[src/rtl/keypad_pkg.sv]
// Shared types, key codes and matrix helpers for the keypad scanner.
// Used by keypad_scanner; the KEYPAD_REPEAT_EN option lives in the top.
package keypad_pkg;

  typedef enum logic [1:0] {
    SCAN     = 2'd0,
    DEBOUNCE = 2'd1,
    HELD     = 2'd2,
    RELEASE  = 2'd3
  } state_e;

  localparam logic [3:0] KEY_0    = 4'd0;
  localparam logic [3:0] KEY_1    = 4'd1;
  localparam logic [3:0] KEY_2    = 4'd2;
  localparam logic [3:0] KEY_3    = 4'd3;
  localparam logic [3:0] KEY_4    = 4'd4;
  localparam logic [3:0] KEY_5    = 4'd5;
  localparam logic [3:0] KEY_6    = 4'd6;
  localparam logic [3:0] KEY_7    = 4'd7;
  localparam logic [3:0] KEY_8    = 4'd8;
  localparam logic [3:0] KEY_9    = 4'd9;
  localparam logic [3:0] KEY_A    = 4'd10;
  localparam logic [3:0] KEY_B    = 4'd11;
  localparam logic [3:0] KEY_C    = 4'd12;
  localparam logic [3:0] KEY_D    = 4'd13;
  localparam logic [3:0] KEY_STAR = 4'd14;
  localparam logic [3:0] KEY_HASH = 4'd15;

  localparam logic [3:0] ROWS_IDLE = 4'hF;

  // Row r / column c of the matrix to its key code.
  function automatic logic [3:0] key_map(input logic [1:0] r, input logic [1:0] c);
    logic [3:0] code_s;
    case ({r, c})
      4'd0:    code_s = KEY_1;
      4'd1:    code_s = KEY_2;
      4'd2:    code_s = KEY_3;
      4'd3:    code_s = KEY_A;
      4'd4:    code_s = KEY_4;
      4'd5:    code_s = KEY_5;
      4'd6:    code_s = KEY_6;
      4'd7:    code_s = KEY_B;
      4'd8:    code_s = KEY_7;
      4'd9:    code_s = KEY_8;
      4'd10:   code_s = KEY_9;
      4'd11:   code_s = KEY_C;
      4'd12:   code_s = KEY_STAR;
      4'd13:   code_s = KEY_0;
      4'd14:   code_s = KEY_HASH;
      default: code_s = KEY_D;
    endcase
    return code_s;
  endfunction

  function automatic logic single_low(input logic [3:0] pat);
    logic one_s;
    case (pat)
      4'b1110, 4'b1101, 4'b1011, 4'b0111: one_s = 1'b1;
      default:                            one_s = 1'b0;
    endcase
    return one_s;
  endfunction

  function automatic logic [1:0] low_index(input logic [3:0] pat);
    logic [1:0] idx_s;
    case (pat)
      4'b1110: idx_s = 2'd0;
      4'b1101: idx_s = 2'd1;
      4'b1011: idx_s = 2'd2;
      4'b0111: idx_s = 2'd3;
      default: idx_s = 2'd0;
    endcase
    return idx_s;
  endfunction

  function automatic logic [3:0] col_drive(input logic [1:0] idx);
    logic [3:0] col_s;
    case (idx)
      2'd0:    col_s = 4'b1110;
      2'd1:    col_s = 4'b1101;
      2'd2:    col_s = 4'b1011;
      default: col_s = 4'b0111;
    endcase
    return col_s;
  endfunction

endpackage

[src/rtl/scan_tick_gen.sv]
// Free-running divider: one-cycle registered tick every DIV clocks.
module scan_tick_gen #(
  parameter int DIV = 100000
) (
  input  logic clk,
  input  logic rst,
  output logic tick
);

  localparam int CW = (DIV > 2) ? $clog2(DIV) : 1;
  localparam logic [CW-1:0] LAST = CW'(DIV - 1);

  logic [CW-1:0] cnt_r;
  logic          tick_r;

  // Divider count and wrap strobe.
  always_ff @(posedge clk or negedge rst) begin
    if (!rst) begin
      cnt_r  <= '0;
      tick_r <= 1'b0;
    end else if (cnt_r == LAST) begin
      cnt_r  <= '0;
      tick_r <= 1'b1;
    end else begin
      cnt_r  <= cnt_r + CW'(1);
      tick_r <= 1'b0;
    end
  end

  assign tick = tick_r;

endmodule

[src/rtl/keypad_scanner.sv]
// 4x4 matrix keypad scanner with synchronizer, debounce and press/release FSM.
// Optional auto-repeat while held when KEYPAD_REPEAT_EN is defined.
module keypad_scanner
  import keypad_pkg::*;
#(
  parameter int SCAN_DIV       = 100000,
  parameter int DEBOUNCE_TICKS = 20
`ifdef KEYPAD_REPEAT_EN
  , parameter int REPEAT_DELAY_TICKS = 500
  , parameter int REPEAT_RATE_TICKS  = 150
`endif
) (
  input  logic       clk,
  input  logic       rst,
  input  logic [3:0] row,
  output logic [3:0] col,
  output logic [3:0] value,
  output logic       key_flag,
  output logic       key_held
);

  localparam int DW = $clog2(DEBOUNCE_TICKS + 1);
  localparam logic [DW-1:0] DEB_LAST = DW'(DEBOUNCE_TICKS - 1);

  state_e        state_r;
  logic [1:0]    idx_r;
  logic [3:0]    col_r;
  logic [3:0]    pat_r;
  logic [DW-1:0] deb_cnt_r;
  logic [3:0]    value_r;
  logic          key_flag_r;
  logic          key_held_r;
  logic [3:0]    sync1_r;
  logic [3:0]    rs_r;
  logic          tick_s;
  logic [1:0]    idx_next_s;

`ifdef KEYPAD_REPEAT_EN
  localparam int RMAX = (REPEAT_DELAY_TICKS > REPEAT_RATE_TICKS) ? REPEAT_DELAY_TICKS : REPEAT_RATE_TICKS;
  localparam int RW = $clog2(RMAX + 1);
  localparam logic [RW-1:0] DELAY_LAST = RW'(REPEAT_DELAY_TICKS - 1);
  localparam logic [RW-1:0] RATE_LAST  = RW'(REPEAT_RATE_TICKS - 1);
  logic [RW-1:0] rep_cnt_r;
  logic          rep_first_r;
  logic [RW-1:0] rep_limit_s;
  assign rep_limit_s = rep_first_r ? DELAY_LAST : RATE_LAST;
`endif

  scan_tick_gen #(.DIV(SCAN_DIV)) u_tick (
    .clk  (clk),
    .rst  (rst),
    .tick (tick_s)
  );

  assign idx_next_s = idx_r + 2'd1;

  // Row synchronizer and press/release state machine.
  always_ff @(posedge clk or negedge rst) begin
    if (!rst) begin
      state_r     <= SCAN;
      idx_r       <= 2'd0;
      col_r       <= 4'b1110;
      pat_r       <= 4'hF;
      deb_cnt_r   <= '0;
      value_r     <= 4'h0;
      key_flag_r  <= 1'b0;
      key_held_r  <= 1'b0;
      sync1_r     <= 4'hF;
      rs_r        <= 4'hF;
`ifdef KEYPAD_REPEAT_EN
      rep_cnt_r   <= '0;
      rep_first_r <= 1'b1;
`endif
    end else begin
      sync1_r    <= row;
      rs_r       <= sync1_r;
      key_flag_r <= 1'b0;
      if (tick_s) begin
        case (state_r)
          SCAN: begin
            if (rs_r != ROWS_IDLE && single_low(rs_r)) begin
              pat_r     <= rs_r;
              deb_cnt_r <= '0;
              state_r   <= DEBOUNCE;
            end else begin
              // idle rows and ghosted multi-key patterns both just move on
              idx_r <= idx_next_s;
              col_r <= col_drive(idx_next_s);
            end
          end
          DEBOUNCE: begin
            if (rs_r == pat_r) begin
              if (deb_cnt_r == DEB_LAST) begin
                state_r    <= HELD;
                value_r    <= key_map(low_index(pat_r), idx_r);
                key_flag_r <= 1'b1;
                key_held_r <= 1'b1;
`ifdef KEYPAD_REPEAT_EN
                rep_cnt_r   <= '0;
                rep_first_r <= 1'b1;
`endif
              end else begin
                deb_cnt_r <= deb_cnt_r + DW'(1);
              end
            end else begin
              state_r <= SCAN;
              idx_r   <= idx_next_s;
              col_r   <= col_drive(idx_next_s);
            end
          end
          HELD: begin
            if (rs_r == ROWS_IDLE) begin
              deb_cnt_r <= '0;
              state_r   <= RELEASE;
            end else begin
`ifdef KEYPAD_REPEAT_EN
              if (rep_cnt_r == rep_limit_s) begin
                rep_cnt_r   <= '0;
                rep_first_r <= 1'b0;
                key_flag_r  <= 1'b1;
              end else begin
                rep_cnt_r <= rep_cnt_r + RW'(1);
              end
`else
              state_r <= HELD;
`endif
            end
          end
          RELEASE: begin
            if (rs_r == ROWS_IDLE) begin
              if (deb_cnt_r == DEB_LAST) begin
                key_held_r <= 1'b0;
                state_r    <= SCAN;
                idx_r      <= idx_next_s;
                col_r      <= col_drive(idx_next_s);
              end else begin
                deb_cnt_r <= deb_cnt_r + DW'(1);
              end
            end else if (rs_r == pat_r) begin
              state_r <= HELD;
`ifdef KEYPAD_REPEAT_EN
              rep_cnt_r   <= '0;
              rep_first_r <= 1'b1;
`endif
            end else begin
              state_r <= RELEASE;
            end
          end
          default: state_r <= SCAN;
        endcase
      end
    end
  end

  assign col      = col_r;
  assign value    = value_r;
  assign key_flag = key_flag_r;
  assign key_held = key_held_r;

endmodule

[config.mk]
export PLATFORM = sky130hd
export DESIGN_NAME = keypad_scanner
export DESIGN_NICKNAME = d
export VERILOG_FILES = /design/src/rtl/keypad_pkg.sv /design/src/rtl/scan_tick_gen.sv /design/src/rtl/keypad_scanner.sv
export SDC_FILE = /design/constraint.sdc
export NUM_CORES = 1
export LEC_CHECK = 0
export CAP_MARGIN = 0
export CORE_ASPECT_RATIO = 1.25
export CORE_UTILIZATION = 35
export DETAILED_ROUTE_END_ITERATION = 6
export SKIP_CTS_REPAIR_TIMING = 1
export SLEW_MARGIN = 15
export SYNTH_ARGS = -nofsm -noshare
export SYNTH_HDL_FRONTEND = slang
export SYNTH_SLANG_ARGS = --single-unit
[constraint.sdc]
create_clock -name clk -period 2.84 [get_ports clk]
set_clock_uncertainty 0.15 [all_clocks]
set_input_delay 0.568 -clock clk [delete_from_list [all_inputs] [get_ports clk]]
set_output_delay 0.568 -clock clk [all_outputs]
set_load 0.1 [all_outputs]
* Word level (Yosys, flattened, before mapping)
Memory sizes are Yosys's and may differ from the RTL's. A register that Yosys moved wholly into a read port is not among the register bits.
Cells that the tools add are included.
** Word-level totals
- RAM bits :: 0
- Register bits after elaboration :: 45
- Output and inout port bits :: 10
- Memories :: 1
- Bits in read-only memories :: 64
- Logic and storage cells :: 99
- Latch bits :: 0
** Memory list
- (name not given) :: words 16, width 4, rd ports 1, clocked after Yosys merged registers in 1, wr ports 0, line keypad_pkg.sv:34 : case ({r, c})
** Cells by class
- Bitwise gates (word level) :: 0
- Divide/modulo/power cells :: 0
- Mux-type cells :: 44
- Add/sub/neg operators :: 3
- Multiply operators :: 0
- Order comparisons :: 0
- Eq/ne operators :: 27
- Reduce and logical (&&, ||, !) cells :: 13
- Shift-type cells :: 0
** Operator list (number)
- 2-bit two-way mux :: 13
- 5-bit two-way mux :: 5
- 4-bit equality test, second input constant :: 6
- 4-bit case mux with 3 select lines :: 2
- 5-bit case mux with 4 select lines :: 1
- 17-bit by 1-bit adder with 17-bit output, second input constant :: 1
- 17-bit equality test, second input constant :: 1
- 17-bit two-way mux :: 1
- 4-bit two-way mux :: 4
- 2-bit != test, second input constant :: 8
- 1-bit two-way mux :: 14
- 2-bit case mux with 3 select lines :: 2
- 6-bit AND reduction :: 2
- 4-bit by 3-bit equality test with 1-bit output, second input constant :: 2
- 2-bit case mux with 4 select lines :: 1
- 4-bit AND reduction :: 2
- 2-bit equality test, second input constant :: 3
- 3-bit != test, second input constant :: 2
- 5-bit by 1-bit adder with 5-bit output, second input constant :: 1
- 5-bit equality test, second input constant :: 1
- 5-bit AND reduction :: 1
- 2-bit by 1-bit equality test with 1-bit output, second input constant :: 2
- 4-bit equality test :: 1
- 2-bit zero test :: 2
- 9 further kinds :: 9

* Depth between registers and ports, before layout
- Depth in word-level cells :: 8
- Gate-level depth with buffers :: 7

* By module
A second synthesis with hierarchy kept.
** Second synthesis, totals
- Cells, all modules :: 218
- Area, all modules :: 2486.1 sq um
** By module, submodules not included
- keypad_scanner :: instances 1, cells an instance 143, area each 1667.8 sq um
- scan_tick_gen :: instances 1, cells an instance 75, area each 818.3 sq um

* Worst setup path after synthesis
No wires, ideal clock.
- Kind :: flip-flop to flip-flop
- Start point :: register deb_cnt_r[0]
- End point :: register value_r[0] (netlist: value[0])
- Stages on the path, launching flop included :: 7
- Setup slack :: 0.787 ns
- Data required time :: 2.562 ns
- Arrival :: 1.775 ns
- Buffers on the path :: 0
- Cell sequence :: dfrtp_1 > ha_1 > nor4bb_4 > nand3_2 > or2_4 > nor2_8 > mux2_1
** On the way
- Cells in the longest elaborated chain, start to end :: 2
** RTL lines
- start, declared :: line keypad_scanner.sv:29 : logic [DW-1:0] deb_cnt_r;
- start signal, assigned :: line keypad_scanner.sv:103 : deb_cnt_r <= deb_cnt_r + DW'(1);
- start signal, assigned :: line keypad_scanner.sv:137 : deb_cnt_r <= deb_cnt_r + DW'(1);
- 5-bit equality test :: line keypad_scanner.sv:93 : if (deb_cnt_r == DEB_LAST) begin
- 4-bit AND reduction (no line)
- end, declared :: line keypad_scanner.sv:30 : logic [3:0] value_r;
Every way passes these cells.
A chain may end at the register's enable or synchronous reset.

* Worst setup path after layout
- Start point :: register rs_r[3]
- End point :: register idx_r[1]
** On the way
- Cells in the longest elaborated chain, start to end :: 8
- Elaborated cells on any way between the ends :: 16
** RTL lines
- start, declared :: line keypad_scanner.sv:34 : logic [3:0] rs_r;
- start signal, assigned :: line keypad_scanner.sv:76 : rs_r <= sync1_r;
- 4-bit equality test or 4-bit by 3-bit equality test with 1-bit output (tied branches) :: line keypad_pkg.sv:57 : case (pat)
- 4-bit OR reduction :: line keypad_pkg.sv:57
- 1-bit two-way mux :: line keypad_pkg.sv:57
- 1-bit two-way mux :: line keypad_scanner.sv:79 : case (state_r)
- 1-bit two-way mux :: line keypad_scanner.sv:78 : if (tick_s) begin
- 1-bit logical AND :: line keypad_scanner.sv:81 : if (rs_r != ROWS_IDLE && single_low(rs_r)) begin
- 2-bit != test (no line)
- 6-bit AND reduction (no line) *
- end signal, assigned :: line keypad_scanner.sv:87 : idx_r <= idx_next_s;
- end signal, assigned :: line keypad_scanner.sv:107 : idx_r <= idx_next_s;
- end signal, assigned :: line keypad_scanner.sv:134 : idx_r <= idx_next_s;
- end, declared :: line keypad_scanner.sv:26 : logic [1:0] idx_r;
Every way passes the cells marked *; elsewhere a longest branch is shown, timed or not. The select of a mux whose other input is x is not followed.

==> results.toml <==
[status]
status = "finished clean"

[run]
drv_cap = 0

[clock_tree]
cts_buffer_depth = 2
cts_sinks = 49
cts_tree = "built"
cts_root_buf = "clkbuf_8"
clkLatencyLatePin_ns = 0.30
h-tree-depth = 2
clk_pin_slew_worst_paths_ns = 0.09
numCtsBuffers = 5

[worst_setup_path]
worstPathArrival_ns = 2.26
criticalPathCategory = "register to register"
cp.required_ns = 2.89
startpoint_type = "register"
timing.rr.start = "rs_r[3]"
reg2reg_to = "idx_r[1]"
r2r_slack_ns = 0.62
r2r_cells = 5
worstPathMaxFanout = 6
end_kind = "register"

[yosys]
synth-simple-area-share_pct = 18.6
synth_compound_area_share_pct = 8.48
syn_area_mm2 = 0.00243
netlist_instances = 212
ys_types = 48
synth_ff_type = "dfrtp_1"
syn-num-nets = 226
netlist.top_cell.by_area = "dfrtp_1"
yosys.area_share.adder_pct = 4.11
synth_top_family_by_area = "simple AND/OR/NAND/NOR gates"
synthArstFlopShare_pct = 100
synth_area_leaders = "dfrtp_1 35%, dfstp_2 16%, xnor2_1 4.7%"
muxShareOfSynthArea_pct = 6.53
synth_warnings = 0
ys_ff_latch = 49
synth-edff-count = 0
syn_avg_cell_area_um2 = 11.5
synth_xor_area_share_pct = 7.92
yosysSeqAreaShare_pct = 51.2
synth_top_area_share_pct = 35.0

[global_routing]
grt_use_total_pct = 12.3
antenna_found_initial = 0
grt_overflow = 0
grt_pass1_wl_um = 7030
grt_pass1_vias = 1537
grt_max_degree = 50

[route]
first_iter_violations = 93
drt-total-wl_um = 4080
vias_per_cell = 4.92
detail-route-antenna-nets = 0
drc = 0
detail_route.wl_per_cell_um = 12.9
vias = 1554
drt_first_pass_iters = 5

[placed_design]
place_hpwl_um = 2760
port_buffers = 15
dp.cells = 308
place_congestion = 0.766
dp_worst_setup_slack_ns = 0.637

[floorplan]
row_count = 33
dieArea_mm2 = 0.00729
dieHeight_um = 95.2
start_util_pct = 36.6
ios = 16
core_area_mm2 = 0.00665
die_w_um = 76.6

[finish]
diodes = 0
nNetsFinal = 242
area_growth_pct = 11.7
drive_gt1_share_pct = 21.8
fin_cells = 316

[sta]
fin_crit_ns = 2.22
fmax_mhz = 451
finalSetupTns_ns = 0
maxSlewViolCount = 0
hold_violations = 0
setup_ws_ns = 0.622
rsz0062_at_grt = "false"
tightestPinTransition_ns = 0.611
setup_viol = 0
relSlewSlack_pct = 59.3
period_share_pct = 78.1

[hold_path]
min_path_cells = 0
hold_path_end = "rs_r[3]"
hold_class = "register to register"
hold_path.startpoint = "sync1_r[3]"

[power_and_ir_drop]
ir_drop_v = 0.000256
finalPower_w = 0.00118
p_leak_nw = 1.17
powerDensity_mw_per_mm2 = 434
routing by layer:
metal	part of all wire [%]	up-vias	routed length, µm	global-route usage (%)
met5	0	-	0	0
met2	49	19	1990	20.3
met3	2.4	4	96	2.87
li1	-	782	-	-
met4	1.1	0	46	5.77
met1	48	749	1950	15.4
metrics by stage:
step / util (%) / area [µm²] / hold slack, ns
floorplan: - / 2430 / 0.122
global placement: 39.5 / 2630 / 0.197
detailed placement: 39.5 / 2630 / 0.197
CTS: 40.9 / 2720 / 0.203
global route: 40.9 / 2720 / 0.220
finish: 40.9 / 2720 / 0.201
worst max-delay path: stages, from the launching register on:
cell and delay [ns]:
dfstp_2 0.60, nand4_1 0.24, o21ai_1 0.24, o2bb2ai_1 0.14, o311a_1 0.41, mux2_4 0.34
worst max-delay path by stage:
stage	cells after the start	startpoint	slack, ns	end
after floorplan	6	deb_cnt_r[0]	0.79	value[0]
after global placement	6	deb_cnt_r[0]	0.68	value[0]
after detailed placement	5	rs_r[3]	0.64	idx_r[1]
after CTS	5	rs_r[3]	0.63	idx_r[1]
after global routing	6	deb_cnt_r[0]	0.47	value[2]
final	5	rs_r[3]	0.62	idx_r[1]
final cells by class:
class / instances / area (µm²)
Clock buffer: 7 / 86.3
Fill cell: 636 / 3930
Timing Repair Buffer: 16 / 128
Tap cell: 87 / 109
Clock inverter: 1 / 7.51
Multi-Input combinational cell: 147 / 1110
Inverter: 9 / 33.8
Sequential cell: 49 / 1240
sequential cells by signal, indices dropped and copies added, names as in the netlist:
register	cells
u_tick.cnt_r	17
deb_cnt_r	5
col	4
pat_r	4
rs_r	4
sync1_r	4
value	4
idx_r	2
state_r	2
key_flag	1
key_held	1
u_tick.tick	1
power breakdown:
| part | switching [W] | total, W | internal, W | leakage (nW) |
|---|---|---|---|---|
| Sequential | 0.00000579 | 0.000714 | 0.000708 | 0.617 |
| Clock | 0.000236 | 0.000434 | 0.000198 | 0.0445 |
| Combinational | 0.0000191 | 0.0000307 | 0.0000117 | 0.511 |
cell usage in the layout, fill, tap and decap left out, types with 5 or more instances in the layout:
master / instances
nor2_1: 14
o21ai_0: 5
clkbuf_8: 6
and3_1: 7
xnor2_1: 13
nand2_1: 15
buf_4: 11
ha_1: 8
nand3_1: 15
inv_1: 9
dfstp_2: 15
nor3_1: 5
mux2i_1: 5
xor2_1: 9
dfrtp_1: 34
mux2_2: 5
a31oi_1: 5
cells in the mapped netlist (2+ instances only):
library cell	n
xnor2_1	13
ha_1	8
nand2_1	15
and4_1	3
a41oi_1	2
nand4b_1	2
mux2_1	2
inv_1	9
nor3_1	5
mux2_4	2
mux2i_1	5
o21ai_0	5
o211ai_1	3
mux2_2	5
nor2_1	14
nand3_1	15
buf_4	2
and2_1	2
buf_2	3
a31oi_1	5
nor2b_1	3
xor2_1	9
dfstp_2	15
nand4_1	2
dfrtp_1	34
and3_1	7
logic make-up (layout without fill, tap and decap cells):
logic type | Yosys count | in the layout
adder cells (fa/ha/maj) | 8 | 8
buffers and inverters | 16 | 33
XOR/XNOR | 22 | 22
multiplexers | 14 | 14
AND/OR/NAND/NOR | 77 | 77
flip-flops | 49 | 49
AO/OA/AOI/OAI | 26 | 26
No activity file was read; power rests on OpenSTA's default activity.
